--- src/rtl/gpu_pkg.sv ---
// Shared core types: scheduler/fetcher state encodings and program-memory widths.
package gpu_pkg;

  localparam int PROGRAM_MEM_ADDR_BITS = 8;
  localparam int PROGRAM_MEM_DATA_BITS = 16;

  typedef enum logic [2:0] {
    CORE_FETCH  = 3'b001,
    CORE_DECODE = 3'b010
  } core_state_t;

  typedef enum logic [2:0] {
    F_IDLE     = 3'b000,
    F_FETCHING = 3'b001,
    F_FETCHED  = 3'b010
  } fetcher_state_t;

endpackage

--- src/rtl/icache_lines.sv ---
// Direct-mapped instruction storage: one instruction per line, combinational lookup,
// registered fill and a bulk invalidate that takes priority over a same-cycle fill.
module icache_lines #(
  parameter int ADDR_BITS = 8,
  parameter int DATA_BITS = 16,
  parameter int LINES     = 8
) (
  input  logic                 clk,
  input  logic                 reset,
  input  logic [ADDR_BITS-1:0] lookup_addr,
  output logic                 hit,
  output logic [DATA_BITS-1:0] rdata,
  input  logic                 fill_en,
  input  logic [ADDR_BITS-1:0] fill_addr,
  input  logic [DATA_BITS-1:0] fill_data,
  input  logic                 invalidate
);

  localparam int IDX_BITS = $clog2(LINES);
  localparam int TAG_BITS = ADDR_BITS - IDX_BITS;

  logic [LINES-1:0]    valid;
  logic [TAG_BITS-1:0] tags [LINES];
  logic [DATA_BITS-1:0] data [LINES];

  logic [IDX_BITS-1:0] lookup_idx;
  logic [TAG_BITS-1:0] lookup_tag;
  logic [IDX_BITS-1:0] fill_idx;
  logic [TAG_BITS-1:0] fill_tag;

  assign lookup_idx = lookup_addr[IDX_BITS-1:0];
  assign lookup_tag = lookup_addr[ADDR_BITS-1:IDX_BITS];
  assign fill_idx   = fill_addr[IDX_BITS-1:0];
  assign fill_tag   = fill_addr[ADDR_BITS-1:IDX_BITS];

  assign hit   = valid[lookup_idx] && (tags[lookup_idx] == lookup_tag);
  assign rdata = data[lookup_idx];

  // Invalidate beats a same-cycle fill so a new kernel never sees a stale line.
  always_ff @(posedge clk or negedge reset) begin
    if (!reset) begin
      valid <= '0;
    end else if (invalidate) begin
      valid <= '0;
    end else if (fill_en) begin
      valid[fill_idx] <= 1'b1;
    end
  end

  always_ff @(posedge clk) begin
    if (fill_en) begin
      tags[fill_idx] <= fill_tag;
      data[fill_idx] <= fill_data;
    end
  end

endmodule

--- src/rtl/icache_fetcher.sv ---
// Instruction fetch stage: cache lookup on FETCH, program-memory read on a miss,
// and saturating hit/miss counters.
module icache_fetcher import gpu_pkg::*; #(
  parameter int PROGRAM_MEM_ADDR_BITS = gpu_pkg::PROGRAM_MEM_ADDR_BITS,
  parameter int PROGRAM_MEM_DATA_BITS = gpu_pkg::PROGRAM_MEM_DATA_BITS,
  parameter int CACHE_LINES           = 8,
  parameter int COUNT_BITS            = 16
) (
  input  logic                             clk,
  input  logic                             reset,
  input  logic [2:0]                       core_state,
  input  logic [PROGRAM_MEM_ADDR_BITS-1:0] current_pc,
  input  logic                             invalidate,
  output logic                             mem_read_valid,
  output logic [PROGRAM_MEM_ADDR_BITS-1:0] mem_read_address,
  input  logic                             mem_read_ready,
  input  logic [PROGRAM_MEM_DATA_BITS-1:0] mem_read_data,
  output logic [2:0]                       fetcher_state,
  output logic [PROGRAM_MEM_DATA_BITS-1:0] instruction,
  output logic [COUNT_BITS-1:0]            hit_count,
  output logic [COUNT_BITS-1:0]            miss_count
);

  fetcher_state_t state, next_state;
  logic hit;
  logic [PROGRAM_MEM_DATA_BITS-1:0] rdata;
  logic fill_en;
  logic count_hit;
  logic count_miss;

  icache_lines #(
    .ADDR_BITS(PROGRAM_MEM_ADDR_BITS),
    .DATA_BITS(PROGRAM_MEM_DATA_BITS),
    .LINES    (CACHE_LINES)
  ) lines (
    .clk        (clk),
    .reset      (reset),
    .lookup_addr(current_pc),
    .hit        (hit),
    .rdata      (rdata),
    .fill_en    (fill_en),
    .fill_addr  (mem_read_address),
    .fill_data  (mem_read_data),
    .invalidate (invalidate)
  );

  assign fetcher_state = state;

  always_ff @(posedge clk or negedge reset) begin
    if (!reset) begin
      state <= F_IDLE;
    end else begin
      state <= next_state;
    end
  end

  always_comb begin
    next_state = state;
    fill_en    = 1'b0;
    count_hit  = 1'b0;
    count_miss = 1'b0;
    case (state)
      F_IDLE: begin
        if (core_state == CORE_FETCH) begin
          if (hit) begin
            next_state = F_FETCHED;
            count_hit  = 1'b1;
          end else begin
            next_state = F_FETCHING;
            count_miss = 1'b1;
          end
        end
      end
      F_FETCHING: begin
        if (mem_read_ready) begin
          next_state = F_FETCHED;
          fill_en    = 1'b1;
        end
      end
      F_FETCHED: begin
        if (core_state == CORE_DECODE) begin
          next_state = F_IDLE;
        end
      end
      default: next_state = F_IDLE;
    endcase
  end

  // The request address stays latched through FETCHING and doubles as the fill address.
  always_ff @(posedge clk or negedge reset) begin
    if (!reset) begin
      mem_read_valid   <= 1'b0;
      mem_read_address <= '0;
      instruction      <= '0;
      hit_count        <= '0;
      miss_count       <= '0;
    end else begin
      if (count_hit) begin
        instruction <= rdata;
      end
      if (count_miss) begin
        mem_read_valid   <= 1'b1;
        mem_read_address <= current_pc;
      end
      if (fill_en) begin
        instruction    <= mem_read_data;
        mem_read_valid <= 1'b0;
      end
      if (count_hit && hit_count != '1) begin
        hit_count <= hit_count + COUNT_BITS'(1);
      end
      if (count_miss && miss_count != '1) begin
        miss_count <= miss_count + COUNT_BITS'(1);
      end
    end
  end

endmodule

--- config.mk ---
export PLATFORM = sky130hd
export DESIGN_NAME = icache_fetcher
export DESIGN_NICKNAME = d
export VERILOG_FILES = /design/src/rtl/gpu_pkg.sv /design/src/rtl/icache_lines.sv /design/src/rtl/icache_fetcher.sv
export SDC_FILE = /design/constraint.sdc
export NUM_CORES = 1
export LEC_CHECK = 0
export BUFFER_PORTS_ARGS = -buffer_cell sky130_fd_sc_hd__buf_2
export CORE_MARGIN = 2
export CORE_UTILIZATION = 45
export CTS_CLUSTER_SIZE = 40
export DETAILED_ROUTE_END_ITERATION = 8
export PLACE_DENSITY = 0.59
export SETUP_SLACK_MARGIN = 0.4
export SLEW_MARGIN = 25
export SYNTH_ARGS = -nofsm -noshare
export SYNTH_HDL_FRONTEND = slang
export SYNTH_SLANG_ARGS = --single-unit
--- constraint.sdc ---
create_clock -name clk -period 9.13 [get_ports clk]
set_clock_uncertainty 0.05 [all_clocks]
set_input_delay 1.826 -clock clk [delete_from_list [all_inputs] [get_ports clk]]
set_output_delay 1.826 -clock clk [all_outputs]
set_load 0.01 [all_outputs]
==> flow_summary.toml, run 1 <==
[timing]
holdWs_ns = 0.444
setup_tns_ns = 0
tightest_slew_ns = 0.992
hold_viol = 0
slew_headroom_pct = 33.9
fmax_ghz = 0.206
fin_ws_ns = 4.27
slew_violations = 0
period_needed_ns = 4.86
fin_crit_sh_pct = 53.2
rsz0062_at_grt = "no"
setup_viol = 0

[clock_tree]
clk-insertion-delay-late_ns = 0.52
clockRootBuffer = "clkbuf_16"
cts_hold_buf = 0
tritoncts = "done"
postCtsSetupBuffers = 0
cts-buffers-inserted = 25
clk_pin_slew_ns = 0.06
cts_max_level = 1
clock_path_buffers = 3
cts_sinks = 235
post_cts_resized = 0

[finish]
fin_util_pct = 53.2
register_area_um2 = 6720
fin_area_um2 = 11100
n_fill_cell = 1736
area_growth_pct = 16.8
diodes = 0
multi_input_area_um2 = 2700
final_cell_mix = "edfxtp_1 (168), buf_2 (89), dfrtp_1 (67), mux4_2 (39), mux2i_1 (37)"
num-nets-final = 684
layout_commonest_cell = "edfxtp_1"
drive_gt1_share_pct = 31.9

[min_path]
min_from = "hit_count[11]$_DFFE_PN0P_"
min_path_type = "reg -> reg"

[routing]
drc = 0
drt_iter0_drc = 302
viasPerCell = 5.35
wirelength_mm = 19.5
wire_per_inst_um = 20.6
drtAntennaViolNets = 0
vias = 5059
dr.pass1.iters = 6

[status]
outcome = "finished, final reports clean"

[floorplanning]
die_area_um2 = 22300
core_area_um2 = 20900
die_height_um = 149
core.rowCount = 53
die_w_um = 149
start_util_pct = 45.6
io_pins = 91

[setup_path]
crit_type = "in -> reg"
worst_setup_path_start_kind = "input port"
cp.required_ns = 9.46
reg2reg_from = "lines.tags[6][4]$_DFFE_PP_"
crit_chain = "buf_2 > buf_4 > mux2i_1 > mux4_2 > xor2_1 > nand4_1 > nor3_2 > buf_4 > mux2i_1 > o21ai_0"
slowest_stage = "nor3_2"
crit_start = "current_pc[1]"
critPathMaxFanout = 43
critPathMaxStageDelay_ns = 0.82
arrival_ns = 5.19
end_kind = "register"

[logic_synthesis]
synth_cell_types = 45
synth-seq-cells = 235
netlist_area_um2 = 9520
synth_seq_area_share_pct = 70.6
synth_edf_count = 168
avgSynthCellArea_um2 = 17.5
synthesis.nets = 577
ys.flop_type = "edfxtp_1"
synth_cells = 544
synth_warnings = 0
async_reset_ff_share_pct = 28.5

[grt]
grt_antenna_before_repair = 0
grt_pass1_vias = 5272
grt_max_degree = 68
grt-ovfl-total = 0
grt.total_usage_pct = 18.2
grt_pass1_wl_mm = 30.6

[placement]
postPlaceCellArea_um2 = 10300
portBuffers = 89
pre_cts_slack_ns = 3.67
gp_congestion = 0.767
dp_hpwl_mm = 11.2

[power]
intPower_mw = 1.96
p_seq_share_pct = 51.7
clock_power_share_pct = 37.4
combinationalPowerShare_pct = 10.9
ir_drop_v = 0.000159
leakagePower_nw = 4.22
p_sw_uw = 634
pwr_density_cell_nw_per_um2 = 233
swShare_pct = 24.4

[job]
maxCapViolCount = 0
## sequential cells by signal (all words and copies together) (netlist names)
register and flops:
lines.data 128, lines.tags 40, hit_count 16, instruction 16
miss_count 16, lines.valid 8, mem_read_address 8, fetcher_state 2
mem_read_valid 1
## Yosys cell counts (all sizes together) (6+ instances only)
cell type / n / area share (%)
edfxtp: 168 / 53
dfrtp: 67 / 18
mux4: 39 / 9.2
mux2i: 37 / 3.9
nand2: 34 / 1.4
mux2: 26 / 3.1
xor2: 23 / 2.1
nor2: 22 / 0.87
o21ai: 18 / 0.99
nor3: 13 / 0.68
buf: 12 / 1.1
nand4: 10 / 0.72
xnor2: 10 / 0.92
and3: 9 / 0.59
clkbuf: 9 / 0.35
nand3: 7 / 0.37
and4: 6 / 0.60
nand2b: 6 / 0.39
## power groups by stage
stage / sequential, mW / clock (mW) / combinational [mW]
final: 1.34 / 0.971 / 0.284
after global routing: 1.36 / 1.04 / 0.314
after CTS: 1.34 / 0.999 / 0.291
after detailed placement: 1.36 / 0 / 0.291
after global placement: 1.36 / 0 / 0.284
after floorplan: 1.37 / 0 / 0.126
## path summary, 6_finish.rpt
path | end | slack, ns | cells past startpoint
max | instruction[9]$_DFFE_PN0P_ | 4.27 | 10
min | hit_count[11]$_DFFE_PN0P_ | 0.44 | 1
max reg2reg | instruction[9]$_DFFE_PN0P_ | 6.05 | 8
min reg2reg | hit_count[11]$_DFFE_PN0P_ | 0.44 | 1
max in group asynchronous | instruction[6]$_DFFE_PN0P_ | 6.97 | 2
min in group asynchronous | miss_count[0]$_DFFE_PN0P_ | 1.48 | 2
## metrics by stage
| stage | std cells | power, mW |
|---|---|---|
| 2_1_floorplan | 544 | 1.49 |
| 3_5_place_dp | 899 | 1.65 |
| 6_report | 945 | 2.60 |
| 4_1_cts | 945 | 2.63 |
| 3_3_place_gp | 899 | 1.64 |
| 5_1_grt | 945 | 2.71 |
## metal layers
metal | routed length [um] | track usage, %
met5 | 0 | 0
met3 | 847 | 2.62
met1 | 8680 | 25.2
met4 | 325 | 4.43
met2 | 9660 | 30.6
## worst max-delay path, delay by kind of cell
| family | cells | cell delay, ns |
|---|---|---|
| buffers and inverters | 3 | 1.10 |
| and+or+nand+nor | 2 | 1.03 |
| muxes | 3 | 0.93 |
| xor gates and xnor gates | 1 | 0.20 |
| AOI/OAI and AO/OA | 1 | 0.09 |
## final cells by class
type,instances,area share [%]
timing repair buffer,101,4.82
sequential,235,60.4
inverter,5,0.169
multi-input combinational,283,24.3
clock inverter,5,0.461
tap,275,3.09
clock buffer,41,6.71
## cell families (layout without fill, tap and decap cells)
kind of cell    count (synthesis)  after routing  synth area share [%]
flops                         235            235                  70.6
simple gates                  118            118                  6.52
mux                           102            102                  16.2
xor+xnor                       33             33                  3.03
compound gates                 27             27                  1.69
buf+inv                        26            152                  1.69
fa+ha+maj                       2              2                 0.263
other cells                     1              1                0.0394
(Power assumes the default switching activity.)
==> run 2, diff against run 1 <==
--- a/config.mk
+++ b/config.mk
@@ -10,7 +10,7 @@
 export CORE_UTILIZATION = 45
 export CTS_CLUSTER_SIZE = 40
 export DETAILED_ROUTE_END_ITERATION = 8
-export PLACE_DENSITY = 0.59
+export PLACE_DENSITY = 0.62
 export SETUP_SLACK_MARGIN = 0.4
 export SLEW_MARGIN = 25
 export SYNTH_ARGS = -nofsm -noshare
==> constraint.sdc (replaced) <==
create_clock -name clk -period 4.3 [get_ports clk]
set_clock_uncertainty 0.05 [all_clocks]
set_input_delay 0.86 -clock clk [delete_from_list [all_inputs] [get_ports clk]]
set_output_delay 0.86 -clock clk [all_outputs]
set_load 0.01 [all_outputs]
==> run 2 against run 1 <==
Compared with the run above: critical path depth decreased by 1; sequential power rose by 110%; worst setup slack got worse by 3.0 ns; clock power rose by 140%; largest power group unchanged.
==> flow_summary.toml, run 2 (same netlist as run 1, synthesis figures left out) <==
[job]
maxCapViolCount = 0

[grt]
grt_max_degree = 34
grt-ovfl-total = 0
grt.total_usage_pct = 17.8
grt_antenna_before_repair = 0
grt_pass1_wl_mm = 30.0
grt_pass1_vias = 5206

[placement]
dp_hpwl_mm = 12.0
pre_cts_slack_ns = 0.708
gp_congestion = 0.761
portBuffers = 89

[finish]
layout_commonest_cell = "edfxtp_1"
final_cell_mix = "edfxtp_1 (168), buf_2 (89), dfrtp_1 (67), mux4_2 (39), mux2i_1 (37)"
largest-register = "lines.data"
drive_gt1_share_pct = 33.6
fin_util_pct = 54.1
num-nets-final = 691
reg.largest.list = "lines.data: 128 flops, lines.tags: 40 flops"
n_fill_cell = 1713
largest_reg_flops = 128
area_growth_pct = 18.7

[routing]
viasPerCell = 5.36
drtAntennaViolNets = 0
wire_per_inst_um = 20.5
drc = 0
vias = 5115
dr.pass1.iters = 4
wirelength_mm = 19.6
drt_iter0_drc = 283

[timing]
fin_crit_sh_pct = 69.4
rsz0062_at_grt = "no"
fin_ws_ns = 1.32
setup_tns_ns = 0
fmax_ghz = 0.335
hold_viol = 0
slew_headroom_pct = 39.4
setup_viol = 0
tightest_slew_ns = 0.906
slew_violations = 0
period_needed_ns = 2.98

[setup_path]
end_kind = "register"
cp.required_ns = 4.64
reg2reg_slack_ns = 1.86
crit_path_frequent_cell = "mux2i_1"
slowest_stage = "mux4_2"
worst_setup_path_start_kind = "input port"
worstRegToRegCells = 8
crit_start = "current_pc[0]"
r2r-end = "instruction[4]$_DFFE_PN0P_"
critPathMaxStageDelay_ns = 0.48
reg2reg_from = "lines.tags[7][4]$_DFFE_PP_"
crit_chain = "buf_2 > mux2i_1 > mux4_2 > xor2_1 > nand4_1 > nor3_2 > buf_4 > mux2i_1 > o21ai_0"
crit_end = "instruction[4]$_DFFE_PN0P_"
crit_type = "in -> reg"
arrival_ns = 3.32
critPathMaxFanout = 19

[clock_tree]
post_cts_resized = 0
cts-buffers-inserted = 26
tritoncts = "done"
clockRootBuffer = "clkbuf_16"
clk_pin_slew_ns = 0.06
cts_max_level = 1
clock_path_buffers = 3
clk-insertion-delay-late_ns = 0.53
cts_hold_buf = 0
cts_sinks = 235
postCtsSetupBuffers = 0

[floorplanning]
io_pins = 91
core_area_um2 = 20900
die_w_um = 149
start_util_pct = 45.6
die_height_um = 149
core.rowCount = 53
die_area_um2 = 22300

[power]
leakagePower_nw = 4.32
power_mw = 5.76
pwr_density_cell_nw_per_um2 = 510
ir_drop_v = 0.000311

[status]
outcome = "finished, final reports clean"

[min_path]
min_path_type = "in -> async"
[run 2: cell count changes in the layout (fill, tap and decap cells not counted), sizes merged]
cell / change
buf: +6
clkinv: +5
clkbuf: -4
bufinv: +2
diode: +1
inv: -1
[run 2: worst max-delay path, delay by kind of cell]
kind	cells	cell delay [ns]
AO/OA/AOI/OAI	1	0.09
XOR/XNOR	1	0.25
buffers and inverters	2	0.72
multiplexers	3	0.85
AND/OR/NAND/NOR	2	0.54
[run 2: where the power goes]
| part | switching [mW] | internal [mW] | total (mW) |
|---|---|---|---|
| clock network | 0.856 | 1.45 | 2.30 |
| registers | 0.191 | 2.66 | 2.85 |
| logic | 0.334 | 0.271 | 0.605 |
| total | 1.38 | 4.38 | 5.76 |
[run 2: worst min path at each step]
stage	startpoint	endpoint	slack (ns)
floorplan	lines.valid[6]$_DFFE_PN0P_	lines.valid[6]$_DFFE_PN0P_	0.41
global placement	hit_count[11]$_DFFE_PN0P_	hit_count[11]$_DFFE_PN0P_	0.42
detailed placement	hit_count[11]$_DFFE_PN0P_	hit_count[11]$_DFFE_PN0P_	0.43
CTS	reset	instruction[6]$_DFFE_PN0P_	0.33
global route	reset	instruction[6]$_DFFE_PN0P_	0.36
finish	reset	instruction[5]$_DFFE_PN0P_	0.34
[run 2: per-stage QoR]
step           area (um2)  instances  hold WS [ns]
6_report            11300        954         0.340
5_1_grt             11300        953         0.357
4_1_cts             11300        953         0.327
3_5_place_dp        10400        905         0.434
3_3_place_gp        10400        905         0.415
2_1_floorplan        9520        544         0.411
[run 2: final cells by class]
type | count | area [um2] | share of cell area [%]
sequential | 235 | 6720 | 59.5
multi-input combinational | 283 | 2700 | 23.9
clock buffer | 37 | 785 | 6.94
timing repair buffer | 107 | 593 | 5.25
tap | 275 | 344 | 3.04
clock inverter | 11 | 140 | 1.24
inverter | 5 | 18.8 | 0.166
antenna | 1 | 2.50 | 0.0221
[run 2: layer usage]
| metal | vias to the layer above | global-route usage (%) | routed length, um |
|---|---|---|---|
| met5 | - | 0 | 0 |
| met4 | 0 | 4.19 | 359 |
| met3 | 26 | 3.08 | 1210 |
| met2 | 146 | 29.4 | 9540 |
| met1 | 2608 | 24.9 | 8450 |
| li1 | 2335 | - | - |
